**src/rtl/ap_hs_txn_recorder_if.sv**
```systemverilog
// ap_hs_txn_recorder_if
//   Bundles the observed ap_ctrl_hs handshake of one block with the
//   record stream that drains the recorder's FIFO.
//   Handshake (master -> slave): ap_start, ap_ready, ap_done, ap_continue
//   Record stream (slave -> master): rec_valid, rec_id, rec_latency, rec_interval
//   Record stream (master -> slave): rec_ready
//   master: the side that drives the block handshake and consumes records
//   slave : the recorder
interface ap_hs_txn_recorder_if #(
  parameter int CNT_W = 32,
  parameter int ID_W  = 16
);
  logic             ap_start;
  logic             ap_ready;
  logic             ap_done;
  logic             ap_continue;
  logic             rec_valid;
  logic             rec_ready;
  logic [ID_W-1:0]  rec_id;
  logic [CNT_W-1:0] rec_latency;
  logic [CNT_W-1:0] rec_interval;

  modport master (
    output ap_start, ap_ready, ap_done, ap_continue, rec_ready,
    input  rec_valid, rec_id, rec_latency, rec_interval
  );

  modport slave (
    input  ap_start, ap_ready, ap_done, ap_continue, rec_ready,
    output rec_valid, rec_id, rec_latency, rec_interval
  );
endinterface

```
**src/rtl/ap_hs_txn_recorder.sv**
```systemverilog
// ap_hs_txn_recorder
//   Watches one ap_ctrl_hs block and produces one record per transaction:
//   {id, start->done latency, start->start interval}. Records go into a
//   first-word-fall-through FIFO drained over a valid/ready stream.
// Ports
//   clk          rising-edge clock
//   rst          asynchronous active-high reset, clears all state
//   hs           handshake observation + record stream (slave modport)
//   finish_i     end-of-run indication, latched sticky
//   txn_count_o  push attempts so far (wraps)
//   drop_count_o records lost to a full FIFO (saturates at 0xFFFF)
//   proto_err_o  sticky: ap_done or ap_ready seen in IDLE without ap_start
//   all_done_o   sticky: finish latched while IDLE with the FIFO empty
module ap_hs_txn_recorder #(
  parameter int CNT_W      = 32,
  parameter int ID_W       = 16,
  parameter int FIFO_DEPTH = 8
) (
  input  logic                 clk,
  input  logic                 rst,
  ap_hs_txn_recorder_if.slave  hs,
  input  logic                 finish_i,
  output logic [ID_W-1:0]      txn_count_o,
  output logic [15:0]          drop_count_o,
  output logic                 proto_err_o,
  output logic                 all_done_o
);
  localparam int PTR_W = $clog2(FIFO_DEPTH);

  typedef enum logic [1:0] {S_IDLE, S_RUN, S_WAIT_CONT} state_e;

  typedef struct packed {
    logic [ID_W-1:0]  id;
    logic [CNT_W-1:0] latency;
    logic [CNT_W-1:0] interval;
  } rec_t;

  state_e           state_q, state_d;
  logic [CNT_W-1:0] lat_cnt_q, lat_cnt_d;
  logic [CNT_W-1:0] int_cnt_q, int_cnt_d;
  logic [CNT_W-1:0] int_cap_q, int_cap_d;   // interval of the transaction in flight
  logic             int_run_q, int_run_d;   // int_cnt only runs after the first start
  logic [ID_W-1:0]  id_q, id_d;
  logic [15:0]      drop_q, drop_d;
  logic             perr_q, perr_d;
  logic             fin_q, fin_d;
  logic             all_done_q, all_done_d;
  logic [PTR_W:0]   wr_ptr_q, wr_ptr_d;
  logic [PTR_W:0]   rd_ptr_q, rd_ptr_d;
  rec_t             mem [FIFO_DEPTH];

  logic [CNT_W-1:0] lat_inc, int_inc;
  logic             push_req, push_ok, pop, drop, empty, full;
  rec_t             push_rec, head;

  // Saturating increments shared by the counters and the pushed record.
  assign lat_inc = (&lat_cnt_q) ? lat_cnt_q : lat_cnt_q + 1'b1;
  assign int_inc = (&int_cnt_q) ? int_cnt_q : int_cnt_q + 1'b1;

  // NOTE: every signal written here gets a default first, so no path can
  // leave it unassigned and infer a latch.
  always_comb begin
    state_d   = state_q;
    lat_cnt_d = lat_cnt_q;
    int_cnt_d = int_run_q ? int_inc : int_cnt_q;
    int_cap_d = int_cap_q;
    int_run_d = int_run_q;
    perr_d    = perr_q;
    push_req  = 1'b0;
    push_rec  = '0;
    case (state_q)
      S_IDLE: begin
        if (hs.ap_start) begin
          // int_cnt holds (cycles since last start - 1), hence int_inc.
          int_cap_d = int_run_q ? int_inc : '0;
          int_cnt_d = '0;
          int_run_d = 1'b1;
          lat_cnt_d = '0;
          if (hs.ap_done) begin
            push_req          = 1'b1;
            push_rec.id       = id_q;
            push_rec.latency  = '0;
            push_rec.interval = int_cap_d;
            state_d           = hs.ap_continue ? S_IDLE : S_WAIT_CONT;
          end else begin
            state_d = S_RUN;
          end
        end else if (hs.ap_done || hs.ap_ready) begin
          perr_d = 1'b1;
        end
      end
      S_RUN: begin
        lat_cnt_d = lat_inc;
        if (hs.ap_done) begin
          push_req          = 1'b1;
          push_rec.id       = id_q;
          push_rec.latency  = lat_inc;
          push_rec.interval = int_cap_q;
          state_d           = hs.ap_continue ? S_IDLE : S_WAIT_CONT;
        end
      end
      S_WAIT_CONT: begin
        // ap_done may still be high here; the record was already pushed.
        if (hs.ap_continue) state_d = S_IDLE;
      end
      default: state_d = S_IDLE;
    endcase
  end

  // FIFO control: an extra pointer bit separates full from empty.
  assign empty   = (wr_ptr_q == rd_ptr_q);
  assign full    = (wr_ptr_q[PTR_W] != rd_ptr_q[PTR_W]) &&
                   (wr_ptr_q[PTR_W-1:0] == rd_ptr_q[PTR_W-1:0]);
  assign pop     = !empty && hs.rec_ready;
  assign push_ok = push_req && (!full || pop);
  assign drop    = push_req && full && !pop;

  always_comb begin
    wr_ptr_d   = push_ok ? wr_ptr_q + 1'b1 : wr_ptr_q;
    rd_ptr_d   = pop ? rd_ptr_q + 1'b1 : rd_ptr_q;
    id_d       = push_req ? id_q + 1'b1 : id_q;
    drop_d     = (drop && !(&drop_q)) ? drop_q + 16'd1 : drop_q;
    fin_d      = fin_q | finish_i;
    all_done_d = all_done_q | (fin_q && (state_q == S_IDLE) && empty);
  end

  // NOTE: state registers use non-blocking assignments so every flop samples
  // the values from before the edge, independent of statement order.
  always_ff @(posedge clk or posedge rst) begin
    if (rst) begin
      state_q    <= S_IDLE;
      lat_cnt_q  <= '0;
      int_cnt_q  <= '0;
      int_cap_q  <= '0;
      int_run_q  <= 1'b0;
      id_q       <= '0;
      drop_q     <= '0;
      perr_q     <= 1'b0;
      fin_q      <= 1'b0;
      all_done_q <= 1'b0;
      wr_ptr_q   <= '0;
      rd_ptr_q   <= '0;
    end else begin
      state_q    <= state_d;
      lat_cnt_q  <= lat_cnt_d;
      int_cnt_q  <= int_cnt_d;
      int_cap_q  <= int_cap_d;
      int_run_q  <= int_run_d;
      id_q       <= id_d;
      drop_q     <= drop_d;
      perr_q     <= perr_d;
      fin_q      <= fin_d;
      all_done_q <= all_done_d;
      wr_ptr_q   <= wr_ptr_d;
      rd_ptr_q   <= rd_ptr_d;
    end
  end

  // NOTE: the record storage has no reset; entries are only read between a
  // push and its pop, and the head fields below are forced to 0 when empty.
  always_ff @(posedge clk) begin
    if (push_ok) mem[wr_ptr_q[PTR_W-1:0]] <= push_rec;
  end

  assign head            = mem[rd_ptr_q[PTR_W-1:0]];
  assign hs.rec_valid    = !empty;
  assign hs.rec_id       = empty ? '0 : head.id;
  assign hs.rec_latency  = empty ? '0 : head.latency;
  assign hs.rec_interval = empty ? '0 : head.interval;

  assign txn_count_o  = id_q;
  assign drop_count_o = drop_q;
  assign proto_err_o  = perr_q;
  assign all_done_o   = all_done_q;
endmodule

```
**src/flat_wrapper.sv**
```systemverilog
// flat-port wrapper written by rule: the top's interface ports become plain ports
module ap_hs_txn_recorder_flat 
#(
  parameter int CNT_W      = 32,
  parameter int ID_W       = 16,
  parameter int FIFO_DEPTH = 8
)
  (clk, rst, finish_i, txn_count_o, drop_count_o, proto_err_o, all_done_o, hs_ap_start, hs_ap_ready, hs_ap_done, hs_ap_continue, hs_rec_ready, hs_rec_valid, hs_rec_id, hs_rec_latency, hs_rec_interval);
  ap_hs_txn_recorder_if #(.CNT_W(CNT_W), .ID_W(ID_W)) hs_i ();
  input  logic clk;
  input  logic rst;
  input  logic finish_i;
  output logic [ID_W-1:0] txn_count_o;
  output logic [15:0] drop_count_o;
  output logic proto_err_o;
  output logic all_done_o;
  input wire logic [$bits(hs_i.ap_start)-1:0] hs_ap_start;
  input wire logic [$bits(hs_i.ap_ready)-1:0] hs_ap_ready;
  input wire logic [$bits(hs_i.ap_done)-1:0] hs_ap_done;
  input wire logic [$bits(hs_i.ap_continue)-1:0] hs_ap_continue;
  input wire logic [$bits(hs_i.rec_ready)-1:0] hs_rec_ready;
  output wire logic [$bits(hs_i.rec_valid)-1:0] hs_rec_valid;
  output wire logic [$bits(hs_i.rec_id)-1:0] hs_rec_id;
  output wire logic [$bits(hs_i.rec_latency)-1:0] hs_rec_latency;
  output wire logic [$bits(hs_i.rec_interval)-1:0] hs_rec_interval;
  assign hs_i.ap_start = hs_ap_start;
  assign hs_i.ap_ready = hs_ap_ready;
  assign hs_i.ap_done = hs_ap_done;
  assign hs_i.ap_continue = hs_ap_continue;
  assign hs_i.rec_ready = hs_rec_ready;
  assign hs_rec_valid = hs_i.rec_valid;
  assign hs_rec_id = hs_i.rec_id;
  assign hs_rec_latency = hs_i.rec_latency;
  assign hs_rec_interval = hs_i.rec_interval;
  ap_hs_txn_recorder #(.CNT_W(CNT_W), .ID_W(ID_W), .FIFO_DEPTH(FIFO_DEPTH)) u_core (.clk(clk), .rst(rst), .hs(hs_i), .finish_i(finish_i), .txn_count_o(txn_count_o), .drop_count_o(drop_count_o), .proto_err_o(proto_err_o), .all_done_o(all_done_o));
endmodule
```
**config.mk**
```make
export PLATFORM = sky130hd
export DESIGN_NAME = ap_hs_txn_recorder_flat
export DESIGN_NICKNAME = d
export VERILOG_FILES = /design/src/rtl/ap_hs_txn_recorder_if.sv /design/src/rtl/ap_hs_txn_recorder.sv /design/src/flat_wrapper.sv
export SDC_FILE = /design/constraint.sdc
export NUM_CORES = 1
export LEC_CHECK = 0
export BUFFER_PORTS_ARGS = -buffer_cell sky130_fd_sc_hd__buf_2
export CAP_MARGIN = 20
export CORE_MARGIN = 1.5
export CORE_UTILIZATION = 60
export DETAILED_ROUTE_END_ITERATION = 16
export PLACE_DENSITY = 0.87
export SLEW_MARGIN = 0
export SYNTH_ARGS = -nofsm -noshare
export SYNTH_HDL_FRONTEND = slang
export SYNTH_SLANG_ARGS = --single-unit
```
**constraint.sdc**
```tcl
create_clock -name clk -period 11.04 [get_ports clk]
set_input_delay 2.76 -clock clk [delete_from_list [all_inputs] [get_ports clk]]
set_output_delay 2.76 -clock clk [all_outputs]
set_load 0.03 [all_outputs]
```
==> impl_metrics.ini <==
[synthesis]
synthArstFlopShare_pct = 18.2
syn_avg_cell_area_um2 = 15.8
yosysWarnings = 0
synth-edff-count = 640
netlist_area_um2 = 33500
synth_cell_types = 75
ys_seq_elements = 782
ys.flop_type = edfxtp_1
syn_nets = 2134
synthCells = 2120
ys_seq_area_share_pct = 68.0

[min_path]
whs_path_depth = 1
holdCritPathClass = reg2reg
min-delay-start = u_core.all_done_o

[worst_setup_path]
cp-start-kind = register
r2r_start = u_core.rd_ptr_q[0]
critical_path_class = reg2out
path_max_fanout = 48
cp.required_ns = 8.28
crit_arrival_ns = 4.44
end_kind = output port
rr_worst_depth = 8
startpoint = u_core.rd_ptr_q[0]

[flow_run]
cap_violations = 0

[layout]
fillers = 3440
drive_gt1_share_pct = 21.2
fin_area_um2 = 37000
synthToLayoutAreaGrowth_pct = 10.4
nets = 2215

[routing]
dr.pass1.iters = 6
drc = 0
wire_per_inst_um = 25.4
drtIter0Drc = 2563
viasPerCell = 6.70
wl_um = 76600
num_vias = 20200
ant_nets = 0

[pwr]
power_mw = 8.93
p_sw_mw = 3.09
ir_drop_v = 0.000163
clkPwrFrac_pct = 27.1
leakage_nw = 13.2
pwr-share-comb_pct = 31.3
powerDensity_nw_per_um2 = 241
seqPwrFrac_pct = 41.7
p_int_mw = 5.85
p_sw_share_pct = 34.6

[global_routing]
grt_use_total_pct = 27.0
grt_max_degree = 84
grt_pass1_vias = 20600
grt_pass1_wl_um = 118000
grt_antenna_before_repair = 1
grt_overflow = 0

[clock_network]
h-tree-depth = 3
clk_path_buf_depth = 3
cts_tree = yes
post_cts.repair.setup_buffers = 0
clk_latency_ns = 0.63
cts-root-buf = clkbuf_16
cts.reportedPaths.clkPinSlew_ns = 0.06
hold_buffers = 0
post_cts_resized = 0
cts_buffers = 72
cts.sinks = 782

[floorplanning]
die_area_um2 = 57300
start_util_pct = 60.8
rows = 86
io_pins = 123
core_um2 = 55100
die_h_um = 239
die_x_um = 239

[timing]
fin_crit_sh_pct = 65.3
setup_viol = 0
maxClockFrequency_mhz = 139
grt_setup_unrepaired = no
tns_ns = 0
slew_headroom_pct = 26.9
maxSlewViolCount = 0
tightestPinTransition_ns = 1.10
final-hold-violation-count = 0
fin_crit_ns = 7.20
skew_ns = 0.0224
hold_ws_ns = 0.474

[placement]
gp_congestion = 0.904
place.port_buffers = 122
placed_cell_area_um2 = 34700
dp_hpwl_um = 43600

[run_status]
outcome = complete, no violations
-- cell families (layout without fill, tap and decap cells) --
group,after synthesis,in the layout,share of synthesized area (%)
buf+inv,162,302,2.17
fa+ha+maj,6,6,0.224
mux,247,247,13.4
xor+xnor,59,59,1.54
flops,782,782,68.0
simple gates,611,611,9.56
compound gates,253,253,5.17
other cells,0,1,0
-- final cells by class --
| type | instances | area (um2) | share of cell area, % |
|---|---|---|---|
| antenna | 1 | 2.50 | 0.00676 |
| clock buffer | 98 | 1920 | 5.19 |
| clock inverter | 35 | 343 | 0.926 |
| inverter | 14 | 57.6 | 0.156 |
| multi-input combinational | 1176 | 10100 | 27.2 |
| sequential | 782 | 22800 | 61.6 |
| tap | 748 | 936 | 2.53 |
| timing repair buffer | 155 | 883 | 2.39 |
-- flip-flops by register name, summed over array words and instances, names as in the netlist, 2 cells and up --
signal               cells
u_core.drop_count_o     16
u_core.int_cap_q        32
u_core.int_cnt_q        32
u_core.lat_cnt_q        32
u_core.mem             640
u_core.rd_ptr_q          4
u_core.state_q           2
u_core.txn_count_o      16
u_core.wr_ptr_q          4
-- path summary, 6_finish.rpt --
path | slack, ns | endpoint
max | 3.84 | hs_rec_id[15]
max reg2reg | 5.99 | u_core.mem[0][0]
min | 0.47 | u_core.all_done_o
min reg2reg | 0.47 | u_core.all_done_o
min in group asynchronous | 2.27 | u_core.drop_count_o[7]
max in group asynchronous | 7.28 | u_core.lat_cnt_q[27]
-- power groups by stage --
stage / registers [mW] / logic, mW / clock network (mW)
floorplan: 3.63 / 2.13 / 0
global placement: 3.74 / 2.74 / 0
detailed placement: 3.77 / 2.80 / 0
CTS: 3.72 / 2.82 / 2.44
global route: 3.75 / 2.96 / 2.55
finish: 3.72 / 2.79 / 2.42
-- Yosys cell counts, drive strengths merged, types with 48 or more instances --
master	n	area, um2
nand2	143	544
nand3	87	440
buf	60	339
or4	48	365
clkbuf	88	334
edfxtp	640	19200
o21ai	60	323
dfrtp	142	3550
a21oi	54	297
nor2	128	480
o211ai	49	368
mux4	160	3600
mux2i	82	821
-- layer usage --
| metal | wire (um) | vias up | share of wire (%) | track usage (%) |
|---|---|---|---|---|
| li1 | - | 8573 | - | - |
| met1 | 28000 | 10300 | 37 | 34.1 |
| met2 | 39900 | 1089 | 52 | 46.5 |
| met3 | 5910 | 204 | 7.7 | 4.26 |
| met4 | 2780 | 2 | 3.6 | 12.0 |
| met5 | 9 | - | 0.012 | 0 |
-- stage by stage --
stage	instances	setup WS (ns)	util (%)
after floorplan	2120	0.756	-
after detailed placement	2872	4.31	63.0
final	3009	3.84	67.2
after global routing	3008	3.50	67.2
after CTS	3005	3.71	67.1
after global placement	2872	4.39	63.0
-- cells in the final DEF, fill, tap and decap left out, drive strengths merged, types with 48 or more instances in the layout --
cell and n:
edfxtp 640, mux4 160, buf 154, nand2 143, dfrtp 142, nor2 128
clkbuf 98, nand3 87, mux2i 82, o21ai 60, a21oi 54, o211ai 49
or4 48
-- worst max-delay path: stages (launching register included) --
cell and delay (ns):
dfrtp_4 1.06, buf_4 0.69, buf_4 0.69, mux4_2 0.62, mux2i_1 0.26, nor2_1 0.12
buf_2 0.25
No activity file was read; power rests on OpenSTA's default activity.
